[src/rtl/instr_fetch_queue_pkg.sv]
// Shared fetch-stage definitions: widths, NOP encoding,
// base opcodes and the {pc, instr} queue entry layout.
package instr_fetch_queue_pkg;

    localparam int IFQ_XLEN = 32;
    localparam int IFQ_DEPTH = 8;

    localparam logic [IFQ_XLEN-1:0] NOP_INSTR = 32'h0000_0013;

    localparam logic [6:0] OPC_R      = 7'b0110011;
    localparam logic [6:0] OPC_I      = 7'b0010011;
    localparam logic [6:0] OPC_LOAD   = 7'b0000011;
    localparam logic [6:0] OPC_STORE  = 7'b0100011;
    localparam logic [6:0] OPC_BRANCH = 7'b1100011;

    typedef struct packed {
        logic [IFQ_XLEN-1:0] pc;
        logic [IFQ_XLEN-1:0] instr;
    } fetch_entry_t;

endpackage

[src/rtl/fetch_fifo.sv]
// Synchronous show-ahead FIFO holding fetched {pc, instr} pairs.
// Ports: clk, rst_n, push/pop/flush, wdata in, rdata head out
// (zero when empty), count (0..DEPTH), full.
module fetch_fifo #(
    parameter int DEPTH = 8,
    parameter int WIDTH = 64
) (
    input  logic                     clk,
    input  logic                     rst_n,
    input  logic                     push,
    input  logic                     pop,
    input  logic                     flush,
    input  logic [WIDTH-1:0]         wdata,
    output logic [WIDTH-1:0]         rdata,
    output logic [$clog2(DEPTH):0]   count,
    output logic                     full
);

    localparam int AW = $clog2(DEPTH);
    localparam int CW = AW + 1;

    logic [WIDTH-1:0] mem [DEPTH];
    logic [AW-1:0]    wr_ptr;
    logic [AW-1:0]    rd_ptr;

    // Storage needs no reset: rdata is masked while empty.
    always_ff @(posedge clk) begin
        if (push && !flush) begin
            mem[wr_ptr] <= wdata;
        end
    end

    always_ff @(posedge clk or negedge rst_n) begin
        if (!rst_n) begin
            wr_ptr <= '0;
            rd_ptr <= '0;
            count  <= '0;
        end else if (flush) begin
            wr_ptr <= '0;
            rd_ptr <= '0;
            count  <= '0;
        end else begin
            if (push) begin
                wr_ptr <= wr_ptr + AW'(1);
            end
            if (pop) begin
                rd_ptr <= rd_ptr + AW'(1);
            end
            count <= count + CW'(push) - CW'(pop);
        end
    end

    assign rdata = (count != '0) ? mem[rd_ptr] : '0;
    assign full  = (count == CW'(DEPTH));

endmodule

[src/rtl/instr_fetch_queue.sv]
// Fetch stage: owns the PC, reads imem one word per cycle and
// queues {pc, instr} toward decode; redirects flush and restart.
// Ports: clk, rst_n, fetch_en, imem_addr/imem_rdata,
// redirect_valid/redirect_pc, dec_valid/dec_ready/dec_instr/dec_pc,
// q_count.
module instr_fetch_queue
    import instr_fetch_queue_pkg::*;
#(
    parameter int             DEPTH    = IFQ_DEPTH,
    parameter logic [31:0]    RESET_PC = 32'h0,
    parameter int             XLEN     = IFQ_XLEN
) (
    input  logic                     clk,
    input  logic                     rst_n,
    input  logic                     fetch_en,
    output logic [XLEN-1:0]          imem_addr,
    input  logic [XLEN-1:0]          imem_rdata,
    input  logic                     redirect_valid,
    input  logic [XLEN-1:0]          redirect_pc,
    output logic                     dec_valid,
    input  logic                     dec_ready,
    output logic [XLEN-1:0]          dec_instr,
    output logic [XLEN-1:0]          dec_pc,
    output logic [$clog2(DEPTH):0]   q_count
);

    logic [XLEN-1:0]   pc;
    logic [XLEN-1:0]   pc_nxt;
    logic              push;
    logic              pop;
    logic              full;
    logic [2*XLEN-1:0] head;

    // Full is judged on the registered count; a same-cycle
    // pop does not open a slot for this cycle's push.
    assign push = fetch_en && !full && !redirect_valid;
    assign dec_valid = (q_count != '0) && !redirect_valid;
    assign pop  = dec_valid && dec_ready;

    always_comb begin
        pc_nxt = pc;
        unique case (1'b1)
            redirect_valid: pc_nxt = redirect_pc;
            push:           pc_nxt = pc + XLEN'(4);
            default:        pc_nxt = pc;
        endcase
    end

    always_ff @(posedge clk or negedge rst_n) begin
        if (!rst_n) begin
            pc <= XLEN'(RESET_PC);
        end else begin
            pc <= pc_nxt;
        end
    end

    assign imem_addr = pc;

    fetch_fifo #(
        .DEPTH (DEPTH),
        .WIDTH (2*XLEN)
    ) u_fifo (
        .clk   (clk),
        .rst_n (rst_n),
        .push  (push),
        .pop   (pop),
        .flush (redirect_valid),
        .wdata ({pc, imem_rdata}),
        .rdata (head),
        .count (q_count),
        .full  (full)
    );

    assign dec_pc    = head[2*XLEN-1:XLEN];
    assign dec_instr = head[XLEN-1:0];

endmodule

[config.mk]
export PLATFORM = sky130hd
export DESIGN_NAME = instr_fetch_queue
export DESIGN_NICKNAME = d
export VERILOG_FILES = /design/src/rtl/instr_fetch_queue_pkg.sv /design/src/rtl/fetch_fifo.sv /design/src/rtl/instr_fetch_queue.sv
export SDC_FILE = /design/constraint.sdc
export NUM_CORES = 1
export LEC_CHECK = 0
export ABC_AREA = 1
export CAP_MARGIN = 5
export CORE_ASPECT_RATIO = 0.75
export CORE_MARGIN = 2
export CORE_UTILIZATION = 45
export DETAILED_ROUTE_END_ITERATION = 8
export HOLD_SLACK_MARGIN = 0.05
export RECOVER_POWER = 100
export REMOVE_ABC_BUFFERS = 1
export SLEW_MARGIN = 20
export SYNTH_ARGS = -nofsm -noshare
export SYNTH_HDL_FRONTEND = slang
export SYNTH_SLANG_ARGS = --single-unit
[constraint.sdc]
create_clock -name clk -period 5.1 [get_ports clk]
set_input_delay 0.765 -clock clk [delete_from_list [all_inputs] [get_ports clk]]
set_output_delay 0.765 -clock clk [all_outputs]
set_load 0.1 [all_outputs]
==> metrics.md, run 1 <==
| Metric | Value |
|---|---|
| Status | `finished, violations left` |
| Failing checks | `max-capacitance violations, max-slew violations` |
| Worst slew margin | `-1.01` |
| Switching power share of the total | `0.441` |
| Slowest cell on crit path | `clkbuf_2` |
| Max incr delay on CP | `1.03 ns` |
| CTS tree | `yes` |
| Cells after Synth | `approximately 1900` |
| Clock network fraction of total power | `0.251` |
| CP cell instances | `clkbuf_2 -> o21ai_0 -> o22ai_1 -> nor2_1 -> nor2_1 -> clkbuf_2` |
| Max rail drop VDD | `about 0.49 mV` |
| EDFF count, synth | `around 510` |
| Mapped Area | `22900 um^2` |
| Final HPWL DP | `around 30000 um` |
| Adder-Cell Fraction of Synth Area | `0.00579` |
| Number of setup buffers added after CTS | `0` |
| Seq/Total Area, Yosys | `0.717` |
| Final net count | `roughly 2100` |
| Num CTS Buffers | `between 50 and 60` |
| RePlAce Congestion | `0.881` |
| Vias in the first global route | `between 10000 and 15000` |
| Total GRT Usage | `0.213` |
| PD cells | `598 nW/um^2` |
| Largest net degree at the start of global routing | `209` |
| Clock sink total | `around 550` |
| Yosys warning count | `0` |
| Synth Area in Simple Gates | `0.120` |
| Period utilization | `0.910` |
| Fin crit period | `4.64 ns` |
| Worst hold stages | `2` |
| H-tree Lvls | `2` |
| Seq pwr share | `0.347` |
| FFs w/ async S/R, synth | `0.0758` |
| Leakage Power | `between 0.009 and 0.01 uW` |
| Final worst slack | `around 0.46 ns` |
| RSZ-0062 raised after global routing | `no` |
| Xor and xnor area share after synthesis | `0.00268` |
| Crit Path Class | `register to output pin` |
| Die Y | `199 um` |
| Hold Path Sink | `u_fifo.wr_ptr[0]` |
| Clk_skew | `roughly 0.019 ns` |
| Placed insts | `about 2700` |
| First-pass GRT wire length | `between 80000 and 90000 um` |
| Avg Vias per Cell | `roughly 5.4` |
| CP startpoint kind | `register` |
| Mapped Avg Cell Area | `about 12 um^2` |
| Crit-path max FO | `64` |
| Combinational family with the most area after synthesis | `simple AND/OR/NAND/NOR gates` |
| Logic pwr share | `0.402` |
| Worst r2r path cells | `8` |
| Via count | `~15000` |
| # IOs | `170` |
| Final hold violations | `0` |
| Aggregate global routing overflow | `0` |
| Complex-gate fraction of the synthesized area | `0.0960` |
| Final instance count without filler cells | `~2800` |
| Die X-Extent | `roughly 260 um` |
| Initial antenna violation count | `1` |
| FF+latch count, synth | `about 550` |
| Max-slew violation count | `470` |
| Setup violations, final | `0` |
| Sw power | `~7100 uW` |
| Primary FF master, synth | `edfxtp_1` |
| Worst R2R Setup Slack | `0.65 ns` |
| WL final | `55900 um` |
| Worst r2r dst | `u_fifo.mem[0][31]` |
| Reg clk slew, reported paths | `~0.060 ns` |
| Worst Max-Slew Pin Slew | `~3.0 ns` |
| HP Class | `register to register` |
| Row Count | `just over 70` |
| Post-DRT Antenna Nets | `0` |
| Area Overhead vs Synth | `16.8%` |
| Max frequency | `approximately 0.22 GHz` |
| Die Area | `52800 um^2` |
| Max cap viols | `15` |
| Hold buffer count at CTS | `0` |
| Core area | `~50000 um^2` |
| Critical Path RT | `4.34 ns` |
| DRT iter0 DRCs | `between 1000 and 1500` |
| Worst Setup End Kind | `output pin` |
| Hold path start | `u_fifo.wr_ptr[0]` |
| Ratio of cells with drive above 1 in the final layout | `0.0691` |
| Pre-CTS setup slack | `1.18 ns` |
| Post-synthesis mux area share | `0.0280` |
| Synth unique cells | `37` |
| Post-CTS Resized | `0` |
| Port Buf Inserts | `~170` |
| WL/cell | `20.3 um` |
| Root buf cell | `clkbuf_16` |
| Worst skew pair latency | `0.60 ns` |
| Int Power | `8960 uW` |
| DRC | `0` |
| R2R Path Start | `u_fifo.count[2]` |
| Clock Tree Buf Depth | `3` |
| Initial core utilization | `0.457` |
| Critical Path AT | `between 3 and 4 ns` |
| DRT Pass-1 Iters | `5` |
metrics by stage:
step	setup TNS [ns]	cell area, um^2	power (uW)	util	hold slack (ns)
after floorplan	-369.61	22400	10700	-	0.469
after global placement	0	25200	12300	0.502	0.577
after detailed placement	0	25200	12300	0.502	0.595
after CTS	0	27000	16400	0.537	0.253
after global routing	0	26800	16700	0.533	0.651
final	0	26800	16000	0.533	0.600
sequential cells by signal, summed over array words and instances, names as in the netlist:
name / count
u_fifo.wr_ptr: 3
imem_addr: 32
u_fifo.rd_ptr: 3
u_fifo.mem: 512
u_fifo.count: 4
power by group through the flow:
stage,Sequential [uW],Clock (uW),Combinational [uW]
floorplan,6210,0,4480
global placement,5640,0,6660
detailed placement,5650,0,6690
CTS,5560,4100,6700
global route,5600,4280,6870
finish,5560,4020,6440
Yosys cell counts (2+ instances only):
| library cell | n | area share |
|---|---|---|
| inv_1 | 37 | 0.0061 |
| nand2_1 | 192 | 0.031 |
| edfxtp_1 | 512 | 0.67 |
| or2_2 | 2 | 0.00055 |
| inv_2 | 2 | 0.00033 |
| xnor2_1 | 5 | 0.0019 |
| nor2_2 | 2 | 0.00055 |
| o211ai_1 | 6 | 0.0020 |
| buf_6 | 13 | 0.0064 |
| nor3_1 | 6 | 0.0013 |
| ha_1 | 9 | 0.0049 |
| mux2i_1 | 64 | 0.028 |
| nor2_1 | 458 | 0.075 |
| o21ai_0 | 225 | 0.049 |
| clkinv_1 | 2 | 0.00033 |
| xor2_1 | 2 | 0.00076 |
| buf_1 | 7 | 0.0011 |
| nand3_1 | 42 | 0.0092 |
| buf_4 | 2 | 0.00066 |
| clkbuf_1 | 67 | 0.011 |
| dfrtp_1 | 42 | 0.046 |
| o21bai_1 | 3 | 0.00098 |
| a21oi_1 | 4 | 0.00087 |
| o21ai_1 | 108 | 0.024 |
| o22ai_1 | 66 | 0.018 |
| buf_2 | 19 | 0.0041 |
cell type report:
cell class,instances,area (um^2)
antenna,1,2.50
clock buffer,75,1560
clock inverter,23,236
fill,4241,23400
inverter,41,159
multi-input combinational,1204,5820
sequential,554,16400
tap,657,822
timing repair buffer,201,1740
cell usage in the layout (no fill, tap or decap), types with 2 or more instances in the layout:
master,n
o22ai_1,66
xor2_1,2
or2_2,2
clkbuf_16,58
clkdlybuf4s50_1,34
clkbuf_1,29
o21ai_1,108
nor2_4,4
clkbuf_2,26
dfrtp_1,39
bufinv_16,5
nor2_2,2
edfxtp_1,512
nor2_1,455
a21oi_1,4
o211ai_1,6
inv_1,38
mux2i_1,64
dfrtp_4,3
clkinv_1,9
clkbuf_8,4
buf_12,2
nand2_1,192
nor3_1,6
o21ai_0,225
o21bai_1,3
ha_1,9
clkinv_2,8
buf_4,20
inv_6,2
dlygate4sd3_1,99
nand3_1,41
xnor2_1,5
clkbuf_4,2
buf_2,2
worst max path at each step:
stage	slack, ns	depth (start not counted)	startpoint	end
3_3_place_gp	1.22	8	u_fifo.rd_ptr[0]	dec_instr[23]
2_1_floorplan	-4.62	5	u_fifo.rd_ptr[0]	dec_instr[0]
4_1_cts	0.53	8	u_fifo.rd_ptr[0]	dec_instr[23]
5_1_grt	0.18	6	u_fifo.rd_ptr[1]	dec_pc[19]
6_report	0.46	6	u_fifo.rd_ptr[1]	dec_pc[27]
3_5_place_dp	1.18	8	u_fifo.rd_ptr[0]	dec_instr[23]
critical path, delay by kind of cell, from the launching register on:
| family | cells | cell delay (ns) |
|---|---|---|
| buffers and inverters | 2 | 1.57 |
| AOI/OAI and AO/OA | 2 | 0.43 |
| and+or+nand+nor | 2 | 0.43 |
| DFF | 1 | 0.81 |
routing by layer:
metal  vias up  share of wire  track usage
li1       7100              -            -
met1      7271           0.47        0.314
met2       446           0.45        0.330
met3        64          0.067       0.0391
met4         0          0.016       0.0501
met5         -              0            0
logic make-up (layout without fill, tap and decap cells):
logic type,Yosys count,after routing
buffers and inverters,150,340
DFF,554,554
xor gates and xnor gates,7,7
AOI/OAI and AO/OA,416,416
and+or+nand+nor,707,707
adders and majority gates,10,10
muxes,64,64
other,0,1
(Power assumes the default switching activity.)
==> run 2, diff against run 1 <==
CAP_MARGIN = 20   (was 5)
CORE_MARGIN = 10   (was 2)
==> run 2 against run 1 <==
- the run still ends with max-capacitance violations, max-slew violations left
- global-route usage shrank 2.0 points
- flip-flop and latch count stayed put
- largest power group unchanged
- largest cell class unchanged
- register-to-register slack improved by 0.03 ns
- highest routed layer unchanged
- clock-buffer cell count is 5 lower
- non-clock buffer count fell by 4
==> metrics.md, run 2 (synthesis gave the netlist of run 1 again) <==
| Metric | Value |
|---|---|
| Worst hold stages | `2` |
| Wire length on met2 | `about 27000 um` |
| Multi-input logic area | `around 5800 um^2` |
| CP startpoint kind | `register` |
| Port Buf Inserts | `around 170` |
| Crit-path max FO | `roughly 180` |
| Failing checks | `max-capacitance violations, max-slew violations` |
| DRC | `0` |
| Leading cell type in the layout, fill and taps excluded | `edfxtp_1` |
| CTS tree | `yes` |
| Worst r2r dst | `u_fifo.mem[5][50]` |
| Crit Path Class | `register to output pin` |
| R2R Path Start | `u_fifo.count[2]` |
| Worst skew pair latency | `around 0.60 ns` |
| Critical Path RT | `around 4.3 ns` |
| Hold Path Sink | `u_fifo.wr_ptr[0]` |
| Root buf cell | `clkbuf_16` |
| Hold buffer count at CTS | `0` |
| PD cells | `around 600 nW/um^2` |
| H-tree Lvls | `2` |
| Reg clk slew, reported paths | `about 0.060 ns` |
| RSZ-0062 raised after global routing | `no` |
| Reg area | `between 15000 and 20000 um^2` |
| Worst r2r path cells | `8` |
| Metal-1 WL | `around 28000 um` |
| # fillers | `approximately 4300` |
| DRT iter0 DRCs | `approximately 1500` |
| Pre-CTS setup slack | `approximately 1.3 ns` |
| Area Overhead vs Synth | `15.9%` |
| Hold path start | `u_fifo.wr_ptr[0]` |
| # IOs | `170` |
| Final hold violations | `0` |
| Fin crit period | `roughly 4.6 ns` |
| Leakage Power | `between 0.009 and 0.01 uW` |
| WL final | `59200 um` |
| CP Launch Point | `u_fifo.rd_ptr[0]` |
| Total GRT Usage | `0.193` |
| Aggregate global routing overflow | `0` |
| DRT Pass-1 Iters | `5` |
| Post-DRT Antenna Nets | `0` |
| Die X-Extent | `between 200 and 300 um` |
| Register bank with the most flops | `u_fifo.mem` |
| Max reg flops | `between 500 and 600` |
| DR top layer | `met4` |
| Post-CTS Resized | `0` |
| Final HPWL DP | `approximately 33000 um` |
| Worst Max-Slew Pin Slew | `~2.9 ns` |
| Final net count | `2131` |
| Setup violations, final | `0` |
| Min Hold Slack | `0.603 ns` |
| Period utilization | `0.908` |
| Max-slew violation count | `436` |
| Worst Setup End Kind | `output pin` |
| Largest net degree at the start of global routing | `~180` |
| Clk_skew | `0.0126 ns` |
| RePlAce Congestion | `about 0.85` |
| Most frequent cells in the layout | `edfxtp_1 (512), nor2_1 (459), o21ai_0 (225)` |
| Initial antenna violation count | `2` |
| Initial core utilization | `0.456` |
| Max rail drop VDD | `0.415 mV` |
| Met3 Wirelength | `approximately 4100 um` |
| Worst R2R Setup Slack | `0.68 ns` |
| Clock Tree Buf Depth | `3` |
| HP Class | `register to register` |
| Status | `finished, violations left` |
| Max cap viols | `13` |
| Critical Path AT | `a little under 4 ns` |
| Final total power | `~16000 uW` |
| Worst slew margin | `-0.926` |
| Core area | `50300 um^2` |
| Max frequency | `~0.22 GHz` |
| Final worst slack | `about 0.47 ns` |
| Die Area | `just over 60000 um^2` |
| Vias in the first global route | `between 10000 and 15000` |
| Avg Vias per Cell | `~5.5` |
| First-pass GRT wire length | `between 90000 and 100000 um` |
| WL/cell | `about 22 um` |
| Die Y | `between 200 and 250 um` |
| Ratio of cells with drive above 1 in the final layout | `0.0792` |
| Clock sink total | `554` |
| Row Count | `a little over 70` |
| Num CTS Buffers | `54` |
| Setup TNS | `0 ns` |
| Number of setup buffers added after CTS | `0` |
| Via count | `around 15000` |
## run 2: cell count changes in the layout (fill, tap and decap cells not counted), moves of 2 or more
cell	before	now
clkbuf_2	26	46
dlygate4sd3_1	99	74
clkinv_2	8	10
buf_12	2	6
bufinv_16	5	3
clkbuf_1	29	23
clkbuf_8	4	2
buf_4	20	25
clkbuf_16	58	55
nor2_4	4	0
clkinvlp_4	1	3
nor2_1	455	459
clkinv_1	9	11
clkbuf_4	2	0
## run 2: layout make-up
cell class / count / share of cell area
Antenna cell: 1 / 0.0000943
Sequential cell: 554 / 0.619
Clock inverter: 29 / 0.00853
Multi-Input combinational cell: 1204 / 0.218
Inverter: 41 / 0.00598
Timing Repair Buffer: 197 / 0.0627
Clock buffer: 70 / 0.0547
Tap cell: 657 / 0.0310
## run 2: how the worst max path moves through the flow
stage,end,slack [ns],depth (start not counted)
after floorplan,dec_instr[0],-4.62,5
after global placement,u_fifo.mem[1][3],1.42,5
after detailed placement,u_fifo.mem[1][2],1.33,5
after CTS,dec_pc[7],0.77,8
after global routing,dec_pc[11],0.29,8
final,dec_pc[11],0.47,6
## run 2: critical path, cell delays in order, from the launching register on
cell	delay, ns
dfrtp_4	0.88
buf_12	0.69
o21ai_0	0.21
o22ai_1	0.20
nor2_1	0.09
nor2_1	0.14
buf_1	0.88
## run 2: layer usage
metal	vias up	GRT usage
met5	-	0
li1	7097	-
met1	7515	0.283
met4	0	0.0454
met2	499	0.292
met3	68	0.0355
## run 2: stage by stage
stage,area [um^2],util,instances
3_3_place_gp,25100,0.500,2653
5_1_grt,26500,0.528,2752
2_1_floorplan,22400,-,1799
3_5_place_dp,25100,0.500,2653
6_report,26600,0.528,2753
4_1_cts,26800,0.533,2752
## run 2: report_power, final
group	leakage [uW]	internal, uW	switching [uW]	total, uW
sequential	0.00513	5270	358	5630
clock	0.000818	2160	1670	3820
combinational	0.00316	1260	5150	6410
